<file path="config.mk">
export PLATFORM = sky130hd
export DESIGN_NAME = add_sub_arbiter
export DESIGN_NICKNAME = d
export VERILOG_FILES = /design/src/rtl/add_sub_arbiter.sv
export SDC_FILE = /design/constraint.sdc
export NUM_CORES = 1
export LEC_CHECK = 0
export CELL_PAD_IN_SITES_DETAIL_PLACEMENT = 0
export CELL_PAD_IN_SITES_GLOBAL_PLACEMENT = 2
export CORE_MARGIN = 4
export CORE_UTILIZATION = 31
export DETAILED_ROUTE_END_ITERATION = 6
export GPL_TIMING_DRIVEN = 1
export HOLD_SLACK_MARGIN = 0.05
export PLACE_DENSITY_LB_ADDON = 0.12
export SLEW_MARGIN = 20
export SYNTH_ARGS = -nofsm -noshare
export SYNTH_HDL_FRONTEND = slang
export SYNTH_SLANG_ARGS = --single-unit
</file>
<file path="constraint.sdc">
create_clock -name clk -period 10.3 [get_ports clk]
set_clock_uncertainty 0.2 [all_clocks]
set_input_delay 2.06 -clock clk [delete_from_list [all_inputs] [get_ports clk]]
set_output_delay 2.06 -clock clk [all_outputs]
set_load 0.01 [all_outputs]
</file>
<file path="src/rtl/add_sub_arbiter.sv">
// add_sub_arbiter: two requesters share one add/sub datapath.
// A round-robin arbiter in IDLE grants one request. EXEC computes the
// result from the registered operands. HOLD presents the result until the
// consumer accepts it.
//
// Handshake rules:
//   - A request transfers on a cycle where reqN_valid and reqN_ready are
//     both 1.
//   - A response transfers on a cycle where resp_valid and resp_ready are
//     both 1.
//   - reqN_ready is combinational. It can be 1 only in IDLE, and only while
//     reset is released.
//   - The response outputs are registered. They stay stable while
//     resp_valid=1 and resp_ready=0.
module add_sub_arbiter #(
  parameter int WORD_LENGTH = 32
) (
  input  logic                   clk,
  input  logic                   reset,
  input  logic                   req0_valid,
  input  logic                   req0_op,
  input  logic [WORD_LENGTH-1:0] req0_a0,
  input  logic [WORD_LENGTH-1:0] req0_a1,
  output logic                   req0_ready,
  input  logic                   req1_valid,
  input  logic                   req1_op,
  input  logic [WORD_LENGTH-1:0] req1_a0,
  input  logic [WORD_LENGTH-1:0] req1_a1,
  output logic                   req1_ready,
  output logic                   resp_valid,
  input  logic                   resp_ready,
  output logic                   resp_id,
  output logic [WORD_LENGTH-1:0] resp_data,
  output logic                   resp_ovf,
  output logic [1:0]             dbg_state_o
);

  typedef enum logic [1:0] {
    IDLE = 2'd0,
    EXEC = 2'd1,
    HOLD = 2'd2
  } state_t;

  localparam int MSB = WORD_LENGTH - 1;

  state_t                 state_q;
  logic                   prio_q;      // preferred requester when both are valid
  logic                   op_q;
  logic                   id_q;
  logic [WORD_LENGTH-1:0] a0_q;
  logic [WORD_LENGTH-1:0] a1_q;
  logic                   resp_valid_q;
  logic                   resp_id_q;
  logic [WORD_LENGTH-1:0] resp_data_q;
  logic                   resp_ovf_q;

  logic                   grant_en;
  logic                   grant_id;
  logic                   grant_op;
  logic [WORD_LENGTH-1:0] grant_a0;
  logic [WORD_LENGTH-1:0] grant_a1;
  logic [WORD_LENGTH-1:0] resp_data_d;
  logic                   resp_ovf_d;

  // Round-robin pick. A lone valid request wins regardless of priority.
  always_comb begin
    grant_id = 1'b0;
    if (req0_valid && req1_valid) begin
      grant_id = prio_q;
    end else begin
      grant_id = req1_valid;
    end
    grant_en   = reset && (state_q == IDLE) && (req0_valid || req1_valid);
    req0_ready = grant_en && !grant_id;
    req1_ready = grant_en && grant_id;
    grant_op   = grant_id ? req1_op : req0_op;
    grant_a0   = grant_id ? req1_a0 : req0_a0;
    grant_a1   = grant_id ? req1_a1 : req0_a1;
  end

  // Shared datapath. The carry or borrow is dropped, and signed overflow is
  // reported alongside the result.
  always_comb begin
    resp_data_d = op_q ? (a0_q - a1_q) : (a0_q + a1_q);
    if (op_q) begin
      resp_ovf_d = (a0_q[MSB] != a1_q[MSB]) && (resp_data_d[MSB] != a0_q[MSB]);
    end else begin
      resp_ovf_d = (a0_q[MSB] == a1_q[MSB]) && (resp_data_d[MSB] != a0_q[MSB]);
    end
  end

  // Control FSM with registered operands and response. Reset discards any
  // operation in flight.
  always_ff @(posedge clk) begin
    if (!reset) begin
      state_q      <= IDLE;
      prio_q       <= 1'b0;
      op_q         <= 1'b0;
      id_q         <= 1'b0;
      a0_q         <= '0;
      a1_q         <= '0;
      resp_valid_q <= 1'b0;
      resp_id_q    <= 1'b0;
      resp_data_q  <= '0;
      resp_ovf_q   <= 1'b0;
    end else begin
      case (state_q)
        IDLE: begin
          if (grant_en) begin
            op_q    <= grant_op;
            a0_q    <= grant_a0;
            a1_q    <= grant_a1;
            id_q    <= grant_id;
            prio_q  <= ~grant_id;
            state_q <= EXEC;
          end
        end
        EXEC: begin
          resp_data_q  <= resp_data_d;
          resp_ovf_q   <= resp_ovf_d;
          resp_id_q    <= id_q;
          resp_valid_q <= 1'b1;
          state_q      <= HOLD;
        end
        HOLD: begin
          if (resp_ready) begin
            resp_valid_q <= 1'b0;
            state_q      <= IDLE;
          end
        end
        default: state_q <= IDLE;
      endcase
    end
  end

  assign resp_valid  = resp_valid_q;
  assign resp_id     = resp_id_q;
  assign resp_data   = resp_data_q;
  assign resp_ovf    = resp_ovf_q;
  assign dbg_state_o = state_q;

endmodule

</file>
==> metrics.csv <==
stage,metric,value,unit
worst_setup_path,CP max stage cell,buf_4,
detailed_routing,Antenna Nets Post-Route,0,
sta,Least-Margin Pin Slew,1.11,ns
global_route,met3 Resource Use GR,0.0252,
cells_and_area,final core utilization,0.428,
sta,endpoints failing setup,0,
yosys,synth unique cells,58,
pwr,P_int,908,µW
clocking,PostCTS Resize Cnt,0,
job,number of max-cap violations,0,
cells_and_area,# nets final,1068,
yosys,Synth Flop Type,dfxtp_1,
global_route,grt total ovfl,0,
sta,max-slew violations,0,
yosys,top-area cell type share of the netlist area,0.318,
pwr,Seq pwr share,0.353,
floorplan,FP Rows,52,
global_route,met2 Use GR,0.211,
cells_and_area,design area,0.00877,mm²
cells_and_area,post-route insts no fill,1174,
clocking,post-cts hold buffer count,0,
pwr,Switching Share,0.340,
clocking,TritonCTS clock tree,built,
sta,Fin Setup TNS,0,ns
floorplan,core area,0.0205,mm²
worst_setup_path,crit-path max FO,111,
outcome,status,"complete, no violations",
worst_setup_path,Worst Reg-to-Reg Cells,16,
clocking,total CTS buffers,9,
cells_and_area,most frequent cells in the layout,"172 x clkdlybuf4s50_1, 111 x nand2_1, 104 x dfxtp_1",
clocking,clk sinks,104,
worst_setup_path,Required @ worst endpoint,8.04,ns
floorplan,I/O pin total,174,
cells_and_area,Layout area overhead,34.0,%
clocking,worst skew pair latency,0.35,ns
yosys,Post-synth EDFFs,0,
sta,fmax,146,MHz
placed_design,global placement routability congestion,0.753,
placed_design,I/O Buffers,173,
global_route,initial antenna violation count,0,
min_path,HP Class,reg2reg,
floorplan,Die Ht,153,µm
pwr,clock power share,0.247,
worst_setup_path,Worst Setup Start Kind,input port,
min_path,hold depth,2,
worst_setup_path,cell family with most CP delay,buffers and inverters,
sta,Tcrit/Tclk final,0.663,
sta,max_slew headroom,0.262,
clocking,clock buffer depth,2,
placed_design,area post-placement,0.00848,mm²
sta,unrepaired setup endpoints after global routing,no,
yosys,post-synth top area cell,dfxtp_1,
yosys,sequential area share after synthesis,0.318,
pwr,total chip power,1.37,mW
pwr,Gate power share,0.400,
floorplan,Die Span X,153,µm
clocking,Clock transition at path regs,0.07,ns
worst_setup_path,CP Capture Type,output pin,
worst_setup_path,Buffers & Inverters on Critical Path,3,
detailed_routing,vias per cell,4.94,
detailed_routing,drc violations,0,
clocking,Root Buffer,clkbuf_16,
cells_and_area,layout cells sized above 1,0.0354,
floorplan,Initial Utilization,0.319,
worst_setup_path,crit path cell chain,buf_4 > o211ai_1 > inv_4 > and2_1 > clkdlybuf4s50_1,
yosys,top area cells in the synthesized netlist,"dfxtp_1 32%, o211a_1 11%, mux2i_1 10%",
global_route,GR Util met1,0.230,
detailed_routing,routed len/inst,15.2,µm
floorplan,die area,0.0235,mm²
yosys,Synth Warn #,0,
clocking,H-tree levels,3,
pwr,LEAKAGE,4.27,nW
placed_design,DP HPWL,14100,µm
detailed_routing,TritonRoute pass-1 iters,4,
global_route,Most Crowded Layer GR,met1,
yosys,Async SR Flop Fraction,0,
yosys,synthesized area,0.00654,mm²
sta,Period minus WS final,6.83,ns
cells_and_area,"commonest non-fill, non-tap cell in the layout",clkdlybuf4s50_1,
yosys,post-synthesis net count,923,
yosys,#FFs+latches synth,104,
worst_setup_path,total stage count of the critical path,5,
global_route,largest net degree at the start of global routing,112,
global_route,Overall Global Routing Usage,0.149,
pwr,switching pwr,467,µW
detailed_routing,total number of vias,5796,
detailed_routing,WL final,17900,µm
clocking,post-CTS setup buffer count,0,
placed_design,DP Cell Count,1159,
pwr,Max VDD drop,67.0,µV
worst_setup_path,Critical Path AT,4.57,ns
yosys,cells after synthesis,755,
yosys,syn avg cell area,8.67,µm²
worst_setup_path,crit-path max cell delay,0.77,ns
detailed_routing,initial DRC count,287,
cells_and_area,number of diodes,0,
pwr,pwr/cell area,157,mW/mm²
global_route,first-pass GRT wire length,28800,µm
sta,final hold violations,0,
global_route,number of global-route vias before repair,5567,
worst_setup_path,CP Class,in2out,
cells in the mapped netlist (all sizes together), types with 3 or more instances:
cell / instances
o211ai: 3
nor2b: 9
o21a: 3
nand2: 111
mux2i: 66
nor3: 13
nor4: 4
a31oi: 17
nand4: 3
and3: 5
o21ai: 38
dfxtp: 104
ha: 32
inv: 18
clkbuf: 29
xnor2: 45
nor2: 33
o211a: 69
and2: 16
nand3: 17
a21o: 14
xor2: 11
nand2b: 4
a21oi: 35
a21boi: 7
buf: 16
logic make-up after synthesis:
| logic type | synth area share |
|---|---|
| XOR/XNOR | 0.0761 |
| multiplexers | 0.101 |
| AND/OR/NAND/NOR | 0.168 |
| AO/OA/AOI/OAI | 0.233 |
| buffers and inverters | 0.0398 |
| adder cells (fa/ha/maj) | 0.0642 |
| flip-flops | 0.318 |
worst min-delay path, stage by stage (launching register included):
cell      delay (ns)
dfxtp_1         0.31
nand2_1         0.04
a21boi_0        0.06
power by group through the flow:
| stage | combinational [mW] | sequential, mW | clock [mW] |
|---|---|---|---|
| 6_report | 0.550 | 0.485 | 0.340 |
| 5_1_grt | 0.615 | 0.491 | 0.367 |
| 4_1_cts | 0.557 | 0.485 | 0.352 |
| 3_5_place_dp | 0.554 | 0.494 | 0 |
| 3_3_place_gp | 0.546 | 0.493 | 0 |
| 2_1_floorplan | 0.359 | 0.492 | 0 |
sequential cells by signal, indices dropped and copies added, names as in the netlist:
signal / count
op_q: 1
a1_q: 32
prio_q: 1
resp_data: 32
resp_id: 1
id_q: 1
a0_q: 32
resp_valid: 1
dbg_state_o: 2
resp_ovf: 1
through the flow:
stage	hold WS (ns)	setup WS, ns
floorplan	0.241	4.67
global placement	0.256	3.39
detailed placement	0.262	3.30
CTS	0.271	3.31
global route	0.297	3.16
finish	0.266	3.47
cell type report:
cell class                      instances  area (µm²)
Clock inverter                          4        45.0
Multi-Input combinational cell        588        4220
Sequential cell                       104        2080
Timing Repair Buffer                  179        1770
Tap cell                              270         338
Inverter                               18        70.1
Clock buffer                           11         243
Fill cell                            2047       11700
path summary, 6_finish.rpt:
| check | slack, ns | to | from |
|---|---|---|---|
| hold reg to reg | 0.27 | resp_id | resp_id |
| setup reg to reg | 5.69 | resp_ovf | a1_q[2] |
| hold / removal | 0.27 | resp_id | resp_id |
| setup / recovery | 3.47 | req0_ready | reset |
layer usage:
metal / part of all wire / up-vias
li1: - / 3011
met5: 0 / -
met3: 0.046 / 10
met4: 0.010 / 0
met2: 0.41 / 131
met1: 0.54 / 2644
(Power assumes the default switching activity.)
